<file path="src/rtl/ula_seq.sv">
// Multi-cycle sequencer that runs a W-bit operation through a 4-bit ula one nibble per clock,
// LSB nibble first, rippling the carry for ADD_OP and assembling the result and whole-word flags.
module ula_seq #(
  parameter int         NIB    = 4,
  parameter int         NWORDS = 4,
  parameter logic [1:0] ADD_OP = 2'b10,
  localparam int        W      = NIB * NWORDS
) (
  input  logic           clk,
  input  logic           rst,
  input  logic           start,
  input  logic [W-1:0]   op_a,
  input  logic [W-1:0]   op_b,
  input  logic           a_inv,
  input  logic           b_inv,
  input  logic           c_in,
  input  logic [1:0]     alu_op,
  output logic           busy,
  output logic           done,
  output logic [W-1:0]   result,
  output logic           N,
  output logic           C,
  output logic           V,
  output logic           Z,
  output logic [NIB-1:0] ula_a,
  output logic [NIB-1:0] ula_b,
  output logic           ula_a_inv,
  output logic           ula_b_inv,
  output logic           ula_c_in,
  output logic [1:0]     ula_alu_op,
  input  logic [NIB-1:0] ula_out,
  input  logic           ula_c,
  input  logic           ula_v,
  output logic [1:0]     dbg_state
);

  localparam int KW = (NWORDS > 1) ? $clog2(NWORDS) : 1;

  typedef enum logic [1:0] {
    S_IDLE = 2'd0,
    S_RUN  = 2'd1,
    S_DONE = 2'd2
  } state_e;

  // Handshake: start is sampled only in IDLE; done is a single-cycle pulse and result/flags
  // are valid from that cycle until the next accepted start.

  state_e          state_q, state_d;
  logic [W-1:0]    opa_q, opb_q, result_q;
  logic            ainv_q, binv_q, cin_q, carry_q;
  logic [1:0]      op_q;
  logic [KW-1:0]   k_q;
  logic            n_q, c_q, v_q, z_q;
  logic            last_nib, is_add;
  logic [W-1:0]    final_word;

  assign last_nib   = (k_q == KW'(NWORDS - 1));
  assign is_add     = (op_q == ADD_OP);
  // Full word as it will look after the last nibble lands, used for N and Z.
  assign final_word = {ula_out, result_q[W-NIB-1:0]};

  always_ff @(posedge clk) begin
    if (rst) state_q <= S_IDLE;
    else     state_q <= state_d;
  end

  always_comb begin
    state_d = state_q;
    case (state_q)
      S_IDLE:  if (start) state_d = S_RUN;
      S_RUN:   if (last_nib) state_d = S_DONE;
      S_DONE:  state_d = S_IDLE;
      default: state_d = S_IDLE;
    endcase
  end

  always_comb begin
    busy       = 1'b0;
    done       = 1'b0;
    ula_a      = '0;
    ula_b      = '0;
    ula_a_inv  = 1'b0;
    ula_b_inv  = 1'b0;
    ula_c_in   = 1'b0;
    ula_alu_op = 2'b00;
    case (state_q)
      S_RUN: begin
        busy       = 1'b1;
        ula_a      = opa_q[k_q*NIB +: NIB];
        ula_b      = opb_q[k_q*NIB +: NIB];
        ula_a_inv  = ainv_q;
        ula_b_inv  = binv_q;
        ula_c_in   = is_add ? carry_q : cin_q;
        ula_alu_op = op_q;
      end
      S_DONE: begin
        busy = 1'b1;
        done = 1'b1;
      end
      default: ;
    endcase
  end

  always_ff @(posedge clk) begin
    if (rst) begin
      opa_q    <= '0;
      opb_q    <= '0;
      ainv_q   <= 1'b0;
      binv_q   <= 1'b0;
      cin_q    <= 1'b0;
      op_q     <= 2'b00;
      k_q      <= '0;
      carry_q  <= 1'b0;
      result_q <= '0;
      n_q      <= 1'b0;
      c_q      <= 1'b0;
      v_q      <= 1'b0;
      z_q      <= 1'b0;
    end else begin
      case (state_q)
        S_IDLE: begin
          if (start) begin
            opa_q   <= op_a;
            opb_q   <= op_b;
            ainv_q  <= a_inv;
            binv_q  <= b_inv;
            cin_q   <= c_in;
            op_q    <= alu_op;
            k_q     <= '0;
            carry_q <= c_in;
          end
        end
        S_RUN: begin
          result_q[k_q*NIB +: NIB] <= ula_out;
          carry_q                  <= ula_c;
          if (last_nib) begin
            n_q <= final_word[W-1];
            z_q <= (final_word == '0);
            c_q <= is_add ? ula_c : 1'b0;
            v_q <= is_add ? ula_v : 1'b0;
          end else begin
            k_q <= k_q + KW'(1);
          end
        end
        default: ;
      endcase
    end
  end

  assign result    = result_q;
  assign N         = n_q;
  assign C         = c_q;
  assign V         = v_q;
  assign Z         = z_q;
  assign dbg_state = state_q;

endmodule

</file>
<file path="config.mk">
export PLATFORM = sky130hd
export DESIGN_NAME = ula_seq
export DESIGN_NICKNAME = d
export VERILOG_FILES = /design/src/rtl/ula_seq.sv
export SDC_FILE = /design/constraint.sdc
export NUM_CORES = 1
export LEC_CHECK = 0
export BUFFER_PORTS_ARGS = -buffer_cell sky130_fd_sc_hd__buf_2
export CAP_MARGIN = 20
export CORE_ASPECT_RATIO = 0.75
export CORE_MARGIN = 4
export CORE_UTILIZATION = 50
export DETAILED_ROUTE_END_ITERATION = 6
export PLACE_DENSITY = 0.78
export SLEW_MARGIN = 20
export SYNTH_ARGS = -nofsm -noshare
export SYNTH_HDL_FRONTEND = slang
export SYNTH_SLANG_ARGS = --single-unit
</file>
<file path="constraint.sdc">
create_clock -name clk -period 3.85 [get_ports clk]
set_input_delay 0.385 -clock clk [delete_from_list [all_inputs] [get_ports clk]]
set_output_delay 0.385 -clock clk [all_outputs]
set_load 0.03 [all_outputs]
</file>
==> flow_metrics.tcl, run 1 <==
set metrics [dict create \
    status "finished clean" \
    cpPeakStageDelay_ps 840 \
    core.rowCount 23 \
    h-tree-depth 3 \
    syn_inst 320 \
    grt_pass1_vias 2317 \
    worstPathCellList "mux4_1 -> and2_1 -> buf_2" \
    cts_repair_resize_count 0 \
    cts_tree "done" \
    hold_viol_final 0 \
    cts_made_buffers 9 \
    worst_pin_slew_ps 891 \
    wl_per_cell_microns 13.8 \
    ys_seq_area_share_pct 44.7 \
    hp-class "in -> reg" \
    syn_nets 376 \
    grt_start_max_net_pins 64 \
    final_layout_size_suffix_gt1_share_pct 26.5 \
    fin_nets 448 \
    synth_cell_types 32 \
    slew_violations 0 \
    critPathKind "reg -> out" \
    die_h_microns 72.5 \
    cp_max_fo 18 \
    irDropWorstVdd_v 0.000241 \
    critPathArrivalTime_ps 2170 \
    dpl.hpwl_mm 4.45 \
    endpoint_kind "output pin" \
    die_w_microns 94.0 \
    period_share_pct 66.3 \
    fin_skew_ps 7.28 \
    p_leak_nw 1.48 \
    fillers 488 \
    synth_xor_area_share_pct 0 \
    clock-sinks 62 \
    ios 83 \
    synth_top_family_by_area "simple AND/OR/NAND/NOR gates" \
    core_sq_um 5350 \
    viasPerCell 5.22 \
    place_congestion 0.823 \
    cp.required_ps 3460 \
    antenna_found_initial 0 \
    setup_tns_ps 0 \
    diodes 0 \
    ys_ff_latch 62 \
    drt.antenna.violating_nets 0 \
    yosysTopAreaCell "dfxtp_1" \
    die-area_sq_um 6820 \
    muxShareOfSynthArea_pct 7.76 \
    overflow 0 \
    final.min_clock_period_ps 2550 \
    gr-usage-all-layers_pct 19.7 \
    wirelength_mm 6.51 \
    yosysWarnings 0 \
    rsz0062_at_grt "false" \
    hold_buffers 0 \
    grt_pass1_wl_mm 10.5 \
    synth_fa_ha_area_share_pct 4.51 \
    cts.path.max_buffers 2 \
    initial_core_util_pct 51.8 \
    syn-cell-area_sq_um 2770 \
    setup_violations 0 \
    clock_latency_ps 330 \
    cp-start-kind "register" \
    yosys.area_share.simple_pct 24.0 \
    first_pass_iters 4 \
    synth-compound-area-share_pct 14.2 \
    fmax_mhz 392 \
    path_clk_slew_ps 70 \
    vias 2460 \
    drc_errors 0 \
    area.growth.synth_to_final_pct 22.6 \
    drt_iter0_drc 134 \
    max-slew-margin-rel_pct 40.6 \
    power-per-cell-area_nw_per_um2 465 \
    crit_slowest_cell "dfxtp_1" \
    post-cts-setup-buffers 0 \
    root_buffer "clkbuf_8" \
    yosysTopAreaCellShare_pct 44.7 \
    numPortBuffers 82 \
    cap_violations 0 \
    synth_area_leaders "dfxtp_1, nand2_1, a21oi_1" \
    avgSynthCellArea_sq_um 8.67 \
    holdWs_ps 279 \
]
-- final timing paths --
kind,from,endpoint,slack [ps],cells past startpoint
worst min register to register,ainv_q,ainv_q,450,2
worst max register to register,k_q[0],result[2],1620,5
worst min-delay path,op_b[5],opb_q[5],280,3
worst max-delay path,k_q[0],ula_b[1],1300,3
-- cells in the mapped netlist --
cell type,number
and4b_1,1
dfxtp_1,62
buf_1,1
and2_1,14
buf_2,9
buf_6,1
nand2_1,85
nand3b_1,2
mux4_1,4
and4bb_2,2
nor3b_1,1
nor2b_1,5
nor2_1,16
mux4_2,4
nor3_1,3
a21o_1,1
o21ai_0,2
nand2b_1,4
ha_1,10
clkbuf_1,11
nor4_1,4
mux2i_1,2
and3b_1,1
a41oi_1,1
a2111oi_0,1
nand3_1,2
nand4_1,4
a22oi_1,3
a32oi_1,12
inv_1,5
a21oi_1,46
buf_8,1
-- cell type report --
type,instances,area [sq um],share of cell area [%]
tap,75,93.8,2.76
clock inverter,5,83.8,2.47
inverter,5,18.8,0.552
multi-input combinational,230,1400,41.1
clock buffer,10,138,4.05
sequential,62,1240,36.5
timing repair buffer,84,428,12.6
-- critical path: cells and delay by family (launching register included) --
kind	cells	cell delay, ps
flops	1	840
buf+inv	1	170
mux	1	650
simple gates	1	170
-- power breakdown --
group | internal, W | switching [W] | total, W
registers | 0.000680 | 0.0000287 | 0.000709
clock network | 0.000379 | 0.000249 | 0.000628
logic | 0.0000961 | 0.000149 | 0.000245
total | 0.00116 | 0.000427 | 0.00158
-- cells by family (layout without fill, tap and decap cells) --
logic type / after synthesis / in the layout
flip-flops: 62 / 62
multiplexers: 10 / 10
AO/OA/AOI/OAI: 66 / 66
buffers and inverters: 28 / 104
adder cells (fa/ha/maj): 10 / 10
AND/OR/NAND/NOR: 144 / 144
-- state kept, by name, indices dropped and copies added (netlist names) --
name	cells
binv_q	1
opb_q	16
C	1
N	1
V	1
op_q	2
carry_q	1
Z	1
result	16
dbg_state	2
ainv_q	1
k_q	2
opa_q	16
cin_q	1
-- layout by cell type, fill, tap and decap left out, types with 3 or more instances in the layout --
cell type   n
a21oi_1    46
a22oi_1     3
a32oi_1    12
and2_1     14
buf_2      81
buf_4       3
clkbuf_8   10
dfxtp_1    62
ha_1       10
inv_1       5
mux4_1      4
mux4_2      4
nand2_1    85
nand2b_1    4
nand4_1     4
nor2_1     16
nor2b_1     5
nor3_1      3
nor4_1      4
-- per-stage QoR --
| stage | area [sq um] | worst slack (ps) | power [W] | utilization [%] | std cells |
|---|---|---|---|---|---|
| 6_report | 3400 | 1300 | 0.00158 | 63.5 | 471 |
| 5_1_grt | 3400 | 1140 | 0.00165 | 63.5 | 471 |
| 4_1_cts | 3400 | 1260 | 0.00160 | 63.5 | 471 |
| 3_5_place_dp | 3180 | 1590 | 0.000970 | 59.4 | 456 |
| 3_3_place_gp | 3180 | 1650 | 0.000962 | 59.4 | 456 |
| 2_1_floorplan | 2770 | 1910 | 0.000900 | - | 320 |
-- routing by layer --
metal  vias to the layer above  global-route usage (%)  share of wire, %
li1                       1243                       -                 -
met1                      1117                    24.8                44
met2                        98                    30.8                47
met3                         2                    8.60               9.0
met4                         0                    5.93              0.23
met5                         -                       0                 0
(Power assumes the default switching activity.)
==> run 2, diff against run 1 <==
--- a/config.mk
+++ b/config.mk
@@ -9,9 +9,9 @@
 export CAP_MARGIN = 20
 export CORE_ASPECT_RATIO = 0.75
 export CORE_MARGIN = 4
-export CORE_UTILIZATION = 50
+export CORE_UTILIZATION = 46
 export DETAILED_ROUTE_END_ITERATION = 6
-export PLACE_DENSITY = 0.78
+export PLACE_DENSITY = 0.75
 export SLEW_MARGIN = 20
 export SYNTH_ARGS = -nofsm -noshare
 export SYNTH_HDL_FRONTEND = slang
==> constraint.sdc (replaced) <==
create_clock -name clk -period 2.3 [get_ports clk]
set_input_delay 0.23 -clock clk [delete_from_list [all_inputs] [get_ports clk]]
set_output_delay 0.23 -clock clk [all_outputs]
set_load 0.03 [all_outputs]
==> run 2 against run 1 <==
Against the previous run:
- clock power rose by 24%
- wire length increased by 1.2%
- worst setup slack lost 960 ps
- via count up 1.7%
- critical path depth rose by 1
- final cell count increased by 1.7%
- non-clock buffer count increased by 5
- register-to-register slack worse by 1100 ps
- power increased by 51%
- sequential cell count is the same
- design area about the same
==> flow_metrics.tcl, run 2 (synthesized netlist as in run 1, its figures left out) <==
set metrics [dict create \
    r2r_slack_ps 560 \
    placed_area_sq_um 3240 \
    setup_violations 0 \
    critPathArrivalTime_ps 1730 \
    cts_made_buffers 9 \
    dpl.hpwl_mm 4.65 \
    grt_start_max_net_pins 38 \
    wl_per_cell_microns 13.8 \
    final_cell_area_sq_um 3400 \
    grt_pass1_wl_mm 10.8 \
    ff2ff_path_depth 5 \
    min_path_cells 3 \
    numPortBuffers 82 \
    post-cts-setup-buffers 0 \
    clock_latency_ps 330 \
    vias 2501 \
    final.min_clock_period_ps 1960 \
    fmax_mhz 509 \
    gr-usage-all-layers_pct 18.5 \
    hold_viol_final 0 \
    die_w_microns 97.7 \
    drt_iter0_drc 103 \
    utilization_pct 58.3 \
    grt_pass1_vias 2352 \
    cp_max_fo 7 \
    worst_pin_slew_ps 644 \
    clock-sinks 62 \
    cp.required_ps 2070 \
    fin_skew_ps 7.51 \
    core_sq_um 5830 \
    irDropWorstVdd_v 0.000389 \
    initial_core_util_pct 47.6 \
    diodes 0 \
    die-area_sq_um 7350 \
    antenna_found_initial 0 \
    h-tree-depth 3 \
    drt.antenna.violating_nets 0 \
    cap_violations 0 \
    dp_cells 464 \
    setup_tns_ps 0 \
    hold_buffers 0 \
    path_clk_slew_ps 70 \
    status "finished clean" \
    cts_repair_resize_count 0 \
    overflow 0 \
    core.rowCount 24 \
    power-per-cell-area_nw_per_um2 706 \
    ios 83 \
    rsz0062_at_grt "false" \
    cts.path.max_buffers 2 \
    final_layout_size_suffix_gt1_share_pct 27.2 \
    critPathKind "reg -> out" \
    fin_nets 453 \
    place_congestion 0.871 \
    wirelength_mm 6.59 \
    p_leak_nw 1.50 \
    cts_tree "done" \
    final_common_cell "nand2_1" \
    cp-start-kind "register" \
    max-slew-margin-rel_pct 57.1 \
    viasPerCell 5.22 \
    root_buffer "clkbuf_8" \
    period_share_pct 85.4 \
    drc_errors 0 \
    final_cell_mix "nand2_1, buf_2, dfxtp_1" \
    instances_no_fill 479 \
    area.growth.synth_to_final_pct 22.5 \
    hp-class "in -> reg" \
    die_h_microns 75.3 \
    first_pass_iters 5 \
    endpoint_kind "output pin" \
    slew_violations 0 \
]
-- run 2: final cells by class --
class,count,area (sq um)
clock buffers,10,128
clock inverters,5,27.5
fillers,555,2430
inverters,5,18.8
multi-input cells,230,1400
flip-flops and latches,62,1240
well taps,78,97.6
repair buffers,89,488
-- run 2: path summary, 6_finish.rpt --
check / end / start
setup / recovery: ula_b[1] / k_q[0]
hold / removal: ainv_q / a_inv
setup reg to reg: result[3] / k_q[1]
hold reg to reg: opb_q[15] / opb_q[15]
-- run 2: through the flow --
step           hold slack [ps]  worst slack [ps]  power, W
2_1_floorplan              366               516   0.00151
3_3_place_gp               438               655   0.00163
5_1_grt                    115               212   0.00252
4_1_cts                    113               303   0.00242
3_5_place_dp               446               586   0.00164
6_report                   129               335   0.00240
-- run 2: where the power goes --
part | internal [W] | switching (W)
clock network | 0.000377 | 0.000404
registers | 0.00114 | 0.0000341
logic | 0.000175 | 0.000268
-- run 2: layer usage --
| metal | routed length, microns | part of all wire, % | vias up | track usage, % |
|---|---|---|---|---|
| li1 | - | - | 1261 | - |
| met1 | 3020 | 46 | 1143 | 23.7 |
| met2 | 2930 | 44 | 87 | 28.9 |
| met3 | 556 | 8.4 | 10 | 7.41 |
| met4 | 79 | 1.2 | 0 | 6.45 |
| met5 | 0 | 0 | - | 0 |
-- run 2: critical path: stages (launching register included) --
cell	delay (ps)
dfxtp_1	330
buf_4	180
mux4_1	570
and2_1	170
buf_2	170
